`src/rtl/uart_mem_loader.sv`:
```
// UART byte-command interpreter that loads and inspects on-chip memory.
// Commands: SET_ADDR, SET_LEN, WRITE, READ (opcodes CMD_BASE..CMD_BASE+3).
// Each command is answered with ACK_BYTE; an unknown opcode gets NAK_BYTE.
// A 1-entry skid buffer absorbs bytes that arrive while the FSM is busy.
module uart_mem_loader #(
   parameter int unsigned ADDR_W   = 32,
   parameter int unsigned DATA_W   = 32,
   parameter logic [7:0]  CMD_BASE = 8'h30,
   parameter logic [7:0]  ACK_BYTE = 8'h06,
   parameter logic [7:0]  NAK_BYTE = 8'h15
) (
   input  logic                i_clk,
   input  logic                i_reset,
   input  logic                i_rx_valid,
   input  logic [7:0]          i_rx_data,
   output logic                o_tx_valid,
   input  logic                i_tx_ready,
   output logic [7:0]          o_tx_data,
   output logic                o_mem_req,
   input  logic                i_mem_gnt,
   output logic                o_mem_wen,
   output logic [ADDR_W-1:0]   o_mem_addr,
   output logic [DATA_W-1:0]   o_mem_wdata,
   output logic [DATA_W/8-1:0] o_mem_strb,
   input  logic [DATA_W-1:0]   i_mem_rdata,
   input  logic                i_mem_rvalid,
   output logic                o_busy,
   output logic                o_err_overrun
);

   localparam int unsigned NB         = DATA_W / 8;
   localparam int unsigned OFF_W      = (NB > 1) ? $clog2(NB) : 1;
   localparam int unsigned ADDR_BYTES = ADDR_W / 8;

   localparam logic [7:0] OP_SET_ADDR = CMD_BASE;
   localparam logic [7:0] OP_SET_LEN  = CMD_BASE + 8'd1;
   localparam logic [7:0] OP_WRITE    = CMD_BASE + 8'd2;
   localparam logic [7:0] OP_READ     = CMD_BASE + 8'd3;

   // Clears the byte-offset bits to form a word-aligned address.
   localparam logic [ADDR_W-1:0] ALIGN_MASK = ~(ADDR_W'(NB - 1));
   localparam logic [OFF_W-1:0]  TOP_LANE   = OFF_W'(NB - 1);

   typedef enum logic [2:0] {
      S_IDLE,
      S_ARG,
      S_WDATA,
      S_WMEM,
      S_RREQ,
      S_RWAIT,
      S_RSEND,
      S_RESP
   } state_t;

   // Byte lane selected by the low address bits (always 0 for 8-bit memories).
   function automatic logic [OFF_W-1:0] f_lane(input logic [ADDR_W-1:0] a);
      if (NB > 1) begin
         return a[OFF_W-1:0];
      end
      return '0;
   endfunction

   // Extract one byte lane from a memory word.
   function automatic logic [7:0] f_pick(input logic [DATA_W-1:0] d, input logic [OFF_W-1:0] lane);
      logic [7:0] b;
      b = 8'h00;
      for (int k = 0; k < int'(NB); k++) begin
         if (OFF_W'(k) == lane) begin
            b = d[k*8 +: 8];
         end
      end
      return b;
   endfunction

   state_t              r_state,      w_state_nxt;
   logic [ADDR_W-1:0]   r_addr,       w_addr_nxt;
   logic [31:0]         r_len,        w_len_nxt;
   logic [31:0]         r_shift,      w_shift_nxt;
   logic [2:0]          r_arg_cnt,    w_arg_cnt_nxt;
   logic                r_arg_addr,   w_arg_addr_nxt;
   logic [ADDR_W-1:0]   r_maddr,      w_maddr_nxt;
   logic [DATA_W-1:0]   r_wdata,      w_wdata_nxt;
   logic [NB-1:0]       r_strb,       w_strb_nxt;
   logic [DATA_W-1:0]   r_rdata,      w_rdata_nxt;
   logic                r_tx_valid,   w_tx_valid_nxt;
   logic [7:0]          r_tx_data,    w_tx_data_nxt;
   logic                r_skid_valid, w_skid_valid_nxt;
   logic [7:0]          r_skid_data,  w_skid_data_nxt;
   logic                r_overrun,    w_overrun_nxt;

   logic                w_can_accept;
   logic                w_byte_valid;
   logic [7:0]          w_byte;
   logic [ADDR_W-1:0]   w_addr_inc;
   logic [OFF_W-1:0]    w_lane;
   logic [OFF_W-1:0]    w_lane_inc;
   logic                w_top_lane;

   assign w_addr_inc = r_addr + ADDR_W'(1);
   assign w_lane     = f_lane(r_addr);
   assign w_lane_inc = f_lane(w_addr_inc);
   assign w_top_lane = (w_lane == TOP_LANE);

   // State and datapath registers; reset aborts any command in flight.
   always_ff @(posedge i_clk or posedge i_reset) begin
      if (i_reset) begin
         r_state      <= S_IDLE;
         r_addr       <= '0;
         r_len        <= '0;
         r_shift      <= '0;
         r_arg_cnt    <= '0;
         r_arg_addr   <= 1'b0;
         r_maddr      <= '0;
         r_wdata      <= '0;
         r_strb       <= '0;
         r_rdata      <= '0;
         r_tx_valid   <= 1'b0;
         r_tx_data    <= '0;
         r_skid_valid <= 1'b0;
         r_skid_data  <= '0;
         r_overrun    <= 1'b0;
      end else begin
         r_state      <= w_state_nxt;
         r_addr       <= w_addr_nxt;
         r_len        <= w_len_nxt;
         r_shift      <= w_shift_nxt;
         r_arg_cnt    <= w_arg_cnt_nxt;
         r_arg_addr   <= w_arg_addr_nxt;
         r_maddr      <= w_maddr_nxt;
         r_wdata      <= w_wdata_nxt;
         r_strb       <= w_strb_nxt;
         r_rdata      <= w_rdata_nxt;
         r_tx_valid   <= w_tx_valid_nxt;
         r_tx_data    <= w_tx_data_nxt;
         r_skid_valid <= w_skid_valid_nxt;
         r_skid_data  <= w_skid_data_nxt;
         r_overrun    <= w_overrun_nxt;
      end
   end

   // Byte intake arbitration, command decode and next-state logic.
   always_comb begin
      w_state_nxt      = r_state;
      w_addr_nxt       = r_addr;
      w_len_nxt        = r_len;
      w_shift_nxt      = r_shift;
      w_arg_cnt_nxt    = r_arg_cnt;
      w_arg_addr_nxt   = r_arg_addr;
      w_maddr_nxt      = r_maddr;
      w_wdata_nxt      = r_wdata;
      w_strb_nxt       = r_strb;
      w_rdata_nxt      = r_rdata;
      w_tx_valid_nxt   = r_tx_valid;
      w_tx_data_nxt    = r_tx_data;
      w_skid_valid_nxt = r_skid_valid;
      w_skid_data_nxt  = r_skid_data;
      w_overrun_nxt    = r_overrun;
      w_byte_valid     = 1'b0;
      w_byte           = r_skid_valid ? r_skid_data : i_rx_data;
      w_can_accept     = (r_state == S_IDLE) || (r_state == S_ARG) || (r_state == S_WDATA);

      // The skid entry is older than a fresh rx byte, so it is consumed first
      // and the fresh byte takes its place.
      if (w_can_accept) begin
         w_byte_valid = r_skid_valid | i_rx_valid;
         if (r_skid_valid) begin
            w_skid_valid_nxt = i_rx_valid;
            if (i_rx_valid) begin
               w_skid_data_nxt = i_rx_data;
            end
         end
      end else if (i_rx_valid) begin
         if (r_skid_valid) begin
            w_overrun_nxt = 1'b1;
         end else begin
            w_skid_valid_nxt = 1'b1;
            w_skid_data_nxt  = i_rx_data;
         end
      end

      unique case (r_state)
         S_IDLE: begin
            if (w_byte_valid) begin
               if (w_byte == OP_SET_ADDR) begin
                  w_arg_cnt_nxt  = 3'(ADDR_BYTES);
                  w_arg_addr_nxt = 1'b1;
                  w_state_nxt    = S_ARG;
               end else if (w_byte == OP_SET_LEN) begin
                  w_arg_cnt_nxt  = 3'd4;
                  w_arg_addr_nxt = 1'b0;
                  w_state_nxt    = S_ARG;
               end else if (w_byte == OP_WRITE) begin
                  if (r_len == 32'd0) begin
                     w_state_nxt    = S_RESP;
                     w_tx_valid_nxt = 1'b1;
                     w_tx_data_nxt  = ACK_BYTE;
                  end else begin
                     w_state_nxt = S_WDATA;
                  end
               end else if (w_byte == OP_READ) begin
                  if (r_len == 32'd0) begin
                     w_state_nxt    = S_RESP;
                     w_tx_valid_nxt = 1'b1;
                     w_tx_data_nxt  = ACK_BYTE;
                  end else begin
                     w_maddr_nxt = r_addr & ALIGN_MASK;
                     w_state_nxt = S_RREQ;
                  end
               end else begin
                  w_state_nxt    = S_RESP;
                  w_tx_valid_nxt = 1'b1;
                  w_tx_data_nxt  = NAK_BYTE;
               end
            end
         end

         S_ARG: begin
            if (w_byte_valid) begin
               w_shift_nxt   = {r_shift[23:0], w_byte};
               w_arg_cnt_nxt = r_arg_cnt - 3'd1;
               // Target register changes only once the full argument is in.
               if (r_arg_cnt == 3'd1) begin
                  if (r_arg_addr) begin
                     w_addr_nxt = w_shift_nxt[ADDR_W-1:0];
                  end else begin
                     w_len_nxt = w_shift_nxt;
                  end
                  w_state_nxt    = S_RESP;
                  w_tx_valid_nxt = 1'b1;
                  w_tx_data_nxt  = ACK_BYTE;
               end
            end
         end

         S_WDATA: begin
            if (w_byte_valid) begin
               for (int k = 0; k < int'(NB); k++) begin
                  if (OFF_W'(k) == w_lane) begin
                     w_wdata_nxt[k*8 +: 8] = w_byte;
                     w_strb_nxt[k]         = 1'b1;
                  end
               end
               // Latch the word address now; r_addr moves past it below.
               w_maddr_nxt = r_addr & ALIGN_MASK;
               w_addr_nxt  = w_addr_inc;
               w_len_nxt   = r_len - 32'd1;
               if (w_top_lane || (r_len == 32'd1)) begin
                  w_state_nxt = S_WMEM;
               end
            end
         end

         S_WMEM: begin
            if (i_mem_gnt) begin
               w_strb_nxt  = '0;
               w_wdata_nxt = '0;
               if (r_len == 32'd0) begin
                  w_state_nxt    = S_RESP;
                  w_tx_valid_nxt = 1'b1;
                  w_tx_data_nxt  = ACK_BYTE;
               end else begin
                  w_state_nxt = S_WDATA;
               end
            end
         end

         S_RREQ: begin
            if (i_mem_gnt) begin
               w_state_nxt = S_RWAIT;
            end
         end

         S_RWAIT: begin
            if (i_mem_rvalid) begin
               w_rdata_nxt    = i_mem_rdata;
               w_tx_valid_nxt = 1'b1;
               w_tx_data_nxt  = f_pick(i_mem_rdata, w_lane);
               w_state_nxt    = S_RSEND;
            end
         end

         S_RSEND: begin
            if (i_tx_ready) begin
               w_addr_nxt = w_addr_inc;
               w_len_nxt  = r_len - 32'd1;
               if (r_len == 32'd1) begin
                  w_state_nxt   = S_RESP;
                  w_tx_data_nxt = ACK_BYTE;
               end else if (w_top_lane) begin
                  w_tx_valid_nxt = 1'b0;
                  w_maddr_nxt    = w_addr_inc & ALIGN_MASK;
                  w_state_nxt    = S_RREQ;
               end else begin
                  w_tx_data_nxt = f_pick(r_rdata, w_lane_inc);
               end
            end
         end

         S_RESP: begin
            if (i_tx_ready) begin
               w_tx_valid_nxt = 1'b0;
               w_state_nxt    = S_IDLE;
            end
         end

         default: begin
            w_state_nxt = S_IDLE;
         end
      endcase
   end

   // Memory request is decoded from state so an async reset drops it at once.
   assign o_mem_req     = (r_state == S_WMEM) || (r_state == S_RREQ);
   assign o_mem_wen     = (r_state == S_WMEM);
   assign o_mem_addr    = r_maddr;
   assign o_mem_wdata   = r_wdata;
   assign o_mem_strb    = r_strb;
   assign o_tx_valid    = r_tx_valid;
   assign o_tx_data     = r_tx_data;
   assign o_busy        = (r_state != S_IDLE);
   assign o_err_overrun = r_overrun;

endmodule

```
`config.mk`:
```
export PLATFORM = sky130hd
export DESIGN_NAME = uart_mem_loader
export DESIGN_NICKNAME = d
export VERILOG_FILES = /design/src/rtl/uart_mem_loader.sv
export SDC_FILE = /design/constraint.sdc
export NUM_CORES = 1
export LEC_CHECK = 0
export BUFFER_PORTS_ARGS = -buffer_cell sky130_fd_sc_hd__buf_4
export CAP_MARGIN = 20
export CORE_ASPECT_RATIO = 1.25
export CORE_MARGIN = 3
export CORE_UTILIZATION = 55
export DETAILED_ROUTE_END_ITERATION = 12
export PLACE_DENSITY = 0.76
export SYNTH_ARGS = -nofsm -noshare
export SYNTH_HDL_FRONTEND = slang
export SYNTH_SLANG_ARGS = --single-unit
```
`constraint.sdc`:
```
create_clock -name i_clk -period 14.4 [get_ports i_clk]
set_input_delay 0 -clock i_clk [delete_from_list [all_inputs] [get_ports i_clk]]
set_output_delay 0 -clock i_clk [all_outputs]
set_load 0.02 [all_outputs]
```
Word-level counts from Yosys, hierarchy flattened
Cells that the tools add are included.
- add/sub/neg operators: 3
- $mul: 0
- divide/modulo/power cells: 0
- order comparisons: 0
- equality and inequality tests: 48
- shift operators: 0
- mux-type cells: 109
- bitwise logic cells: 2
- reduce and logical (&&, ||, !) cells: 33
- operator list (operator ; count):
    $mux 32 ; 22
    $pmux 32 s3 ; 3
    $mux 8 ; 30
    $pmux 32 s2 ; 1
    $mux 3 ; 21
    $pmux 8 s5 ; 1
    $ne 2x2->1 const B ; 18
    $add 32x1->32 const B ; 1
    $eq 32x1->1 const B ; 1
    $eq 8x6->1 const B ; 4
    $logic_not 32->1 ; 1
    $sub 32x1->32 const B ; 1
    $mux 1 ; 24
    $pmux 3 s8 ; 1
    $reduce_and 11->1 ; 2
    $reduce_and 4->1 ; 5
    $ne 2x1->1 const B ; 7
    $eq 3x3->1 const B ; 4
    $reduce_and 12->1 ; 1
    $reduce_and 6->1 ; 2
    $reduce_and 10->1 ; 1
    $reduce_and 3->1 ; 3
    $reduce_bool 3->1 ; 3
    $eq 2x2->1 const A ; 4
    21 further kinds ; 34
- bits in registers: 214
- latch bits: 0
- RAM bits: 0
- ROM bits: 0
- logic and storage cells: 216
- memories kept: 0

Depth between registers and ports, before layout
- depth in word-level cells: 10
- gate-level depth with buffers: 10
- mapped depth without buffers: 8

Worst setup path before layout
Ideal clock, no wire load.
- path kind: register to register
- start point: register r_len[0]
- end point: register r_len[28]
- arrival time: 2338 ps
- data required time: 14263 ps
- setup slack: 11925 ps
- stages on the path, launching flop included: 9
- path buffers: 0
- period minus slack after synthesis: 2475 ps
- cells stage by stage: dfrtp_1 -> inv_1 -> ha_1 -> nor4b_2 -> nand4_1 -> or3b_1 -> or2_1 -> o32ai_1 -> a21oi_1
- word-level cells in the longest chain between the ends: 3
- elaborated cells between the ends (all ways): 4
- those cells by class: 1 x add/sub; 3 x mux
- RTL lines (element ; line ; source):
    from (decl) ; 77 ; logic [31:0] r_len, w_len_nxt;
    from (signal assigned) ; 125 ; r_len <= w_len_nxt;
    $sub 32x1->32 (*) ; 246, 285 ;
    $mux 32 (on tied branches) ; 283, 236 ;
    $pmux 32 s3 (*) ; 181 ; unique case (r_state)
Every way passes the cells marked *; elsewhere a longest branch is shown, timed or not. The select of a mux whose other input is x is not followed.
A chain may end at the register's enable or synchronous reset.

Worst setup path after layout
- start point: register r_state[0]
- end point: register r_len[27]
- word-level cells in the longest chain between the ends: 6
- elaborated cells between the ends (all ways): 15
- those cells by class: 8 x eq/ne; 2 x mux; 5 x reduce/logical
- RTL lines (element ; line ; source):
    from (decl) ; 75 ; state_t r_state, w_state_nxt;
    from (signal assigned) ; 123 ; r_state <= w_state_nxt;
    $eq 3x1->1 or $logic_not 3->1 (tied branches) ; 160, 181 ;
    $logic_or 1x1->1 (2 in series) ; 160 ; w_can_accept = (r_state == S_IDLE) || (r_state == S_ARG) || (r_state == S_WDATA);
    $mux 1 ; 164 ; if (w_can_accept) begin
    $ne 2x2->1 (no line) ; - ;
    $reduce_and 6->1 (no line) ; - ;
Several ways; a longest one is shown, not always the timed one.

==> out/results.tsv <==
metric	value	unit
crit share post-route	23.4	%
hold depth	5	
max incr delay on CP	0.69	ns
share of layout cells above drive strength 1	24.2	%
outcome	complete, no violations	
WL per Instance	19.7	µm
diode count	0	
post_cts resized	0	
Arr. time, crit path	3.76	ns
clock sink count	212	
clock skew	0.0111	ns
Final nets	1351	
final wirelength	31.1	mm
number of synthesized flops with an enable pin	0	
area delta synth->final	20.1	%
most frequent CP cell	buf_4	
Synth Instances	1165	
Leakage Power	6.03	nW
post-layout instance area	0.0139	mm²
dpl cells	1495	
Post-synth ARST share	100	%
Crit path depth	8	
total core area	0.0204	mm²
Longest Clk Path Bufs	3	
worst flop-to-flop path startpoint	r_state[0]	
die area	0.0228	mm²
Placement Cell Area	0.0127	mm²
Rows	58	
slowest CP cell	dfrtp_1	
Final Hold Vio Count	0	
# port buffers	124	
CP max FO	70	
Int Pwr	2.04	mW
Seq/Total Area, Yosys	45.8	%
CP Data Required Time	14.79	ns
worst-margin pin slew	0.937	ns
Tot GR Track Use	27.1	%
maximum number of pins on one net before global-route repair	140	
Worst-path clk slew	0.07	ns
vias in the first global route	9967	
Max Transition Viols Final	0	
family with the most delay on the worst path	simple AND/OR/NAND/NOR gates	
Buffers & Inverters on Critical Path	2	
Crit. End Element	flip-flop	
clk_lat worst skew	0.51	ns
initial antenna violation count	0	
# IOs	127	
most frequent cells in the layout	dfrtp_1 (212), buf_4 (138), a21oi_1 (105)	
worst min path class	primary input to flip-flop	
DRC Markers	0	
PD cells	253	mW/mm²
DP Wirelength	20.5	mm
Mapped Area	0.0116	mm²
Clock Root Buffer	clkbuf_16	
register share of total power	33.6	%
Fmax	0.297	GHz
RSZ-0062 raised after global routing	false	
Die W	136	µm
Vias	9737	
Starting Density	56.8	%
vias per cell	6.17	
Die Y-Extent	168	µm
register bit count reported by yosys	212	
commonest non-fill, non-tap cell in the layout	dfrtp_1	
Clk pwr share	18.2	%
post-synth cell types	79	
Max IR drop VDD	0.000154	V
crit-path cells	nand2b_2 > buf_4 > nor3_1 > o21a_1 > buf_4 > nand3_2 > or4_1 > a311o_1	
post-synthesis area per instance	9.94	µm²
Tmin final	3.37	ns
antenna-violating nets left	0	
DR pass1 iterations	5	
Syn. warnings	0	
Psw	1.47	mW
HP Start	i_mem_rvalid	
r2r worst-path depth	8	
ys flop type	dfrtp_1	
final setup TNS	0	ns
Crit Path Class	flip-flop to flip-flop	
slew margin rel.	36.7	%
max-cap viol count	0	
final-report setup violation count	0	
Post-Layout Cell Count	1579	
final worst setup slack	11.03	ns
Comb pwr share	48.2	%
H-tree Lvls	1	
CTS buffer count	23	
Critical Path Source	r_state[0]	
Initial DRC Count	803	
GPL Wtd Cong	0.924	
Switching Share	41.9	%
total grt overflow	0	
global-route wire length before repair	50.7	mm
pre-CTS WS	10.99	ns
CTS tree	yes	
CP Launch Type	flip-flop	
per-layer routing:
metal,vias up,global-route usage [%],wire length (µm)
met3,75,4.30,1840
met1,4801,32.9,12100
li1,4519,-,-
met2,342,48.0,16000
met5,-,0,0
met4,0,10.5,1220
what timing repair did:
item | 4_1_cts | 5_1_grt
setup buffers | 0 | 0
hold endpoints to repair | 189 | 0
hold buffers | 43 | 0
cell type report:
cell class | instances | area, µm²
fillers | 1581 | 6480
multi-input cells | 846 | 5860
flip-flops and latches | 212 | 5310
repair buffers | 182 | 1490
clock buffers | 29 | 618
well taps | 270 | 338
clock inverters | 11 | 183
inverters | 29 | 116
final timing paths:
path	end	slack [ns]
worst max-delay path	r_len[27]	11.03
worst min-delay path	r_rdata[20]	0.16
worst max register to register	r_len[27]	11.03
worst min register to register	r_rdata[20]	0.48
max in group asynchronous	r_len[18]	12.61
min in group asynchronous	o_mem_addr[3]	0.28
cell families after synthesis:
kind of cell,count (synthesis),share of synthesized area [%]
and+or+nand+nor,344,15.2
AOI/OAI and AO/OA,322,17.6
DFF,212,45.8
muxes,134,13.9
buffers and inverters,108,3.81
xor gates and xnor gates,33,2.50
adders and majority gates,11,1.19
other,1,0.0324
cells in the mapped netlist, types with 19 or more instances:
| library cell | number | area share (%) |
|---|---|---|
| nor2_1 | 79 | 2.6 |
| nand2_1 | 102 | 3.3 |
| o22ai_1 | 28 | 1.5 |
| mux2_2 | 91 | 8.8 |
| o21ai_0 | 68 | 2.9 |
| dfrtp_1 | 212 | 46 |
| clkbuf_1 | 63 | 2.0 |
| nand3_1 | 28 | 1.2 |
| inv_1 | 28 | 0.91 |
| mux2_4 | 30 | 3.9 |
| a21oi_1 | 105 | 4.5 |
| nor3_1 | 36 | 1.6 |
| xor2_1 | 19 | 1.4 |
worst register-to-register path, delay by kind of cell (launching register included):
family                 cells  cell delay (ns)
buffers and inverters      2             0.71
DFF                        1             0.69
and+or+nand+nor            4             1.34
AOI/OAI and AO/OA          2             0.52
state kept, by name, indices dropped and copies added, names as in the netlist, 3 cells and up:
| name | flops |
|---|---|
| r_len | 32 |
| o_mem_strb | 4 |
| o_mem_wdata | 32 |
| r_shift | 24 |
| o_mem_addr | 30 |
| r_addr | 32 |
| o_tx_data | 8 |
| r_arg_cnt | 3 |
| r_state | 3 |
| r_rdata | 32 |
| r_skid_data | 8 |
metrics by stage:
stage	power [mW]	utilization [%]	hold WS, ns
final	3.51	68.2	0.161
after global routing	3.74	68.2	0.220
after CTS	3.50	68.1	0.144
after detailed placement	2.84	62.0	0.245
after global placement	2.79	62.0	0.243
after floorplan	2.34	-	0.151
power by group through the flow:
| stage | sequential (mW) | combinational, mW | clock [mW] |
|---|---|---|---|
| finish | 1.18 | 1.69 | 0.639 |
| global route | 1.22 | 1.85 | 0.668 |
| CTS | 1.17 | 1.68 | 0.646 |
| detailed placement | 1.18 | 1.67 | 0 |
| global placement | 1.17 | 1.62 | 0 |
| floorplan | 1.18 | 1.16 | 0 |
Power figures use the tool's default switching activity.
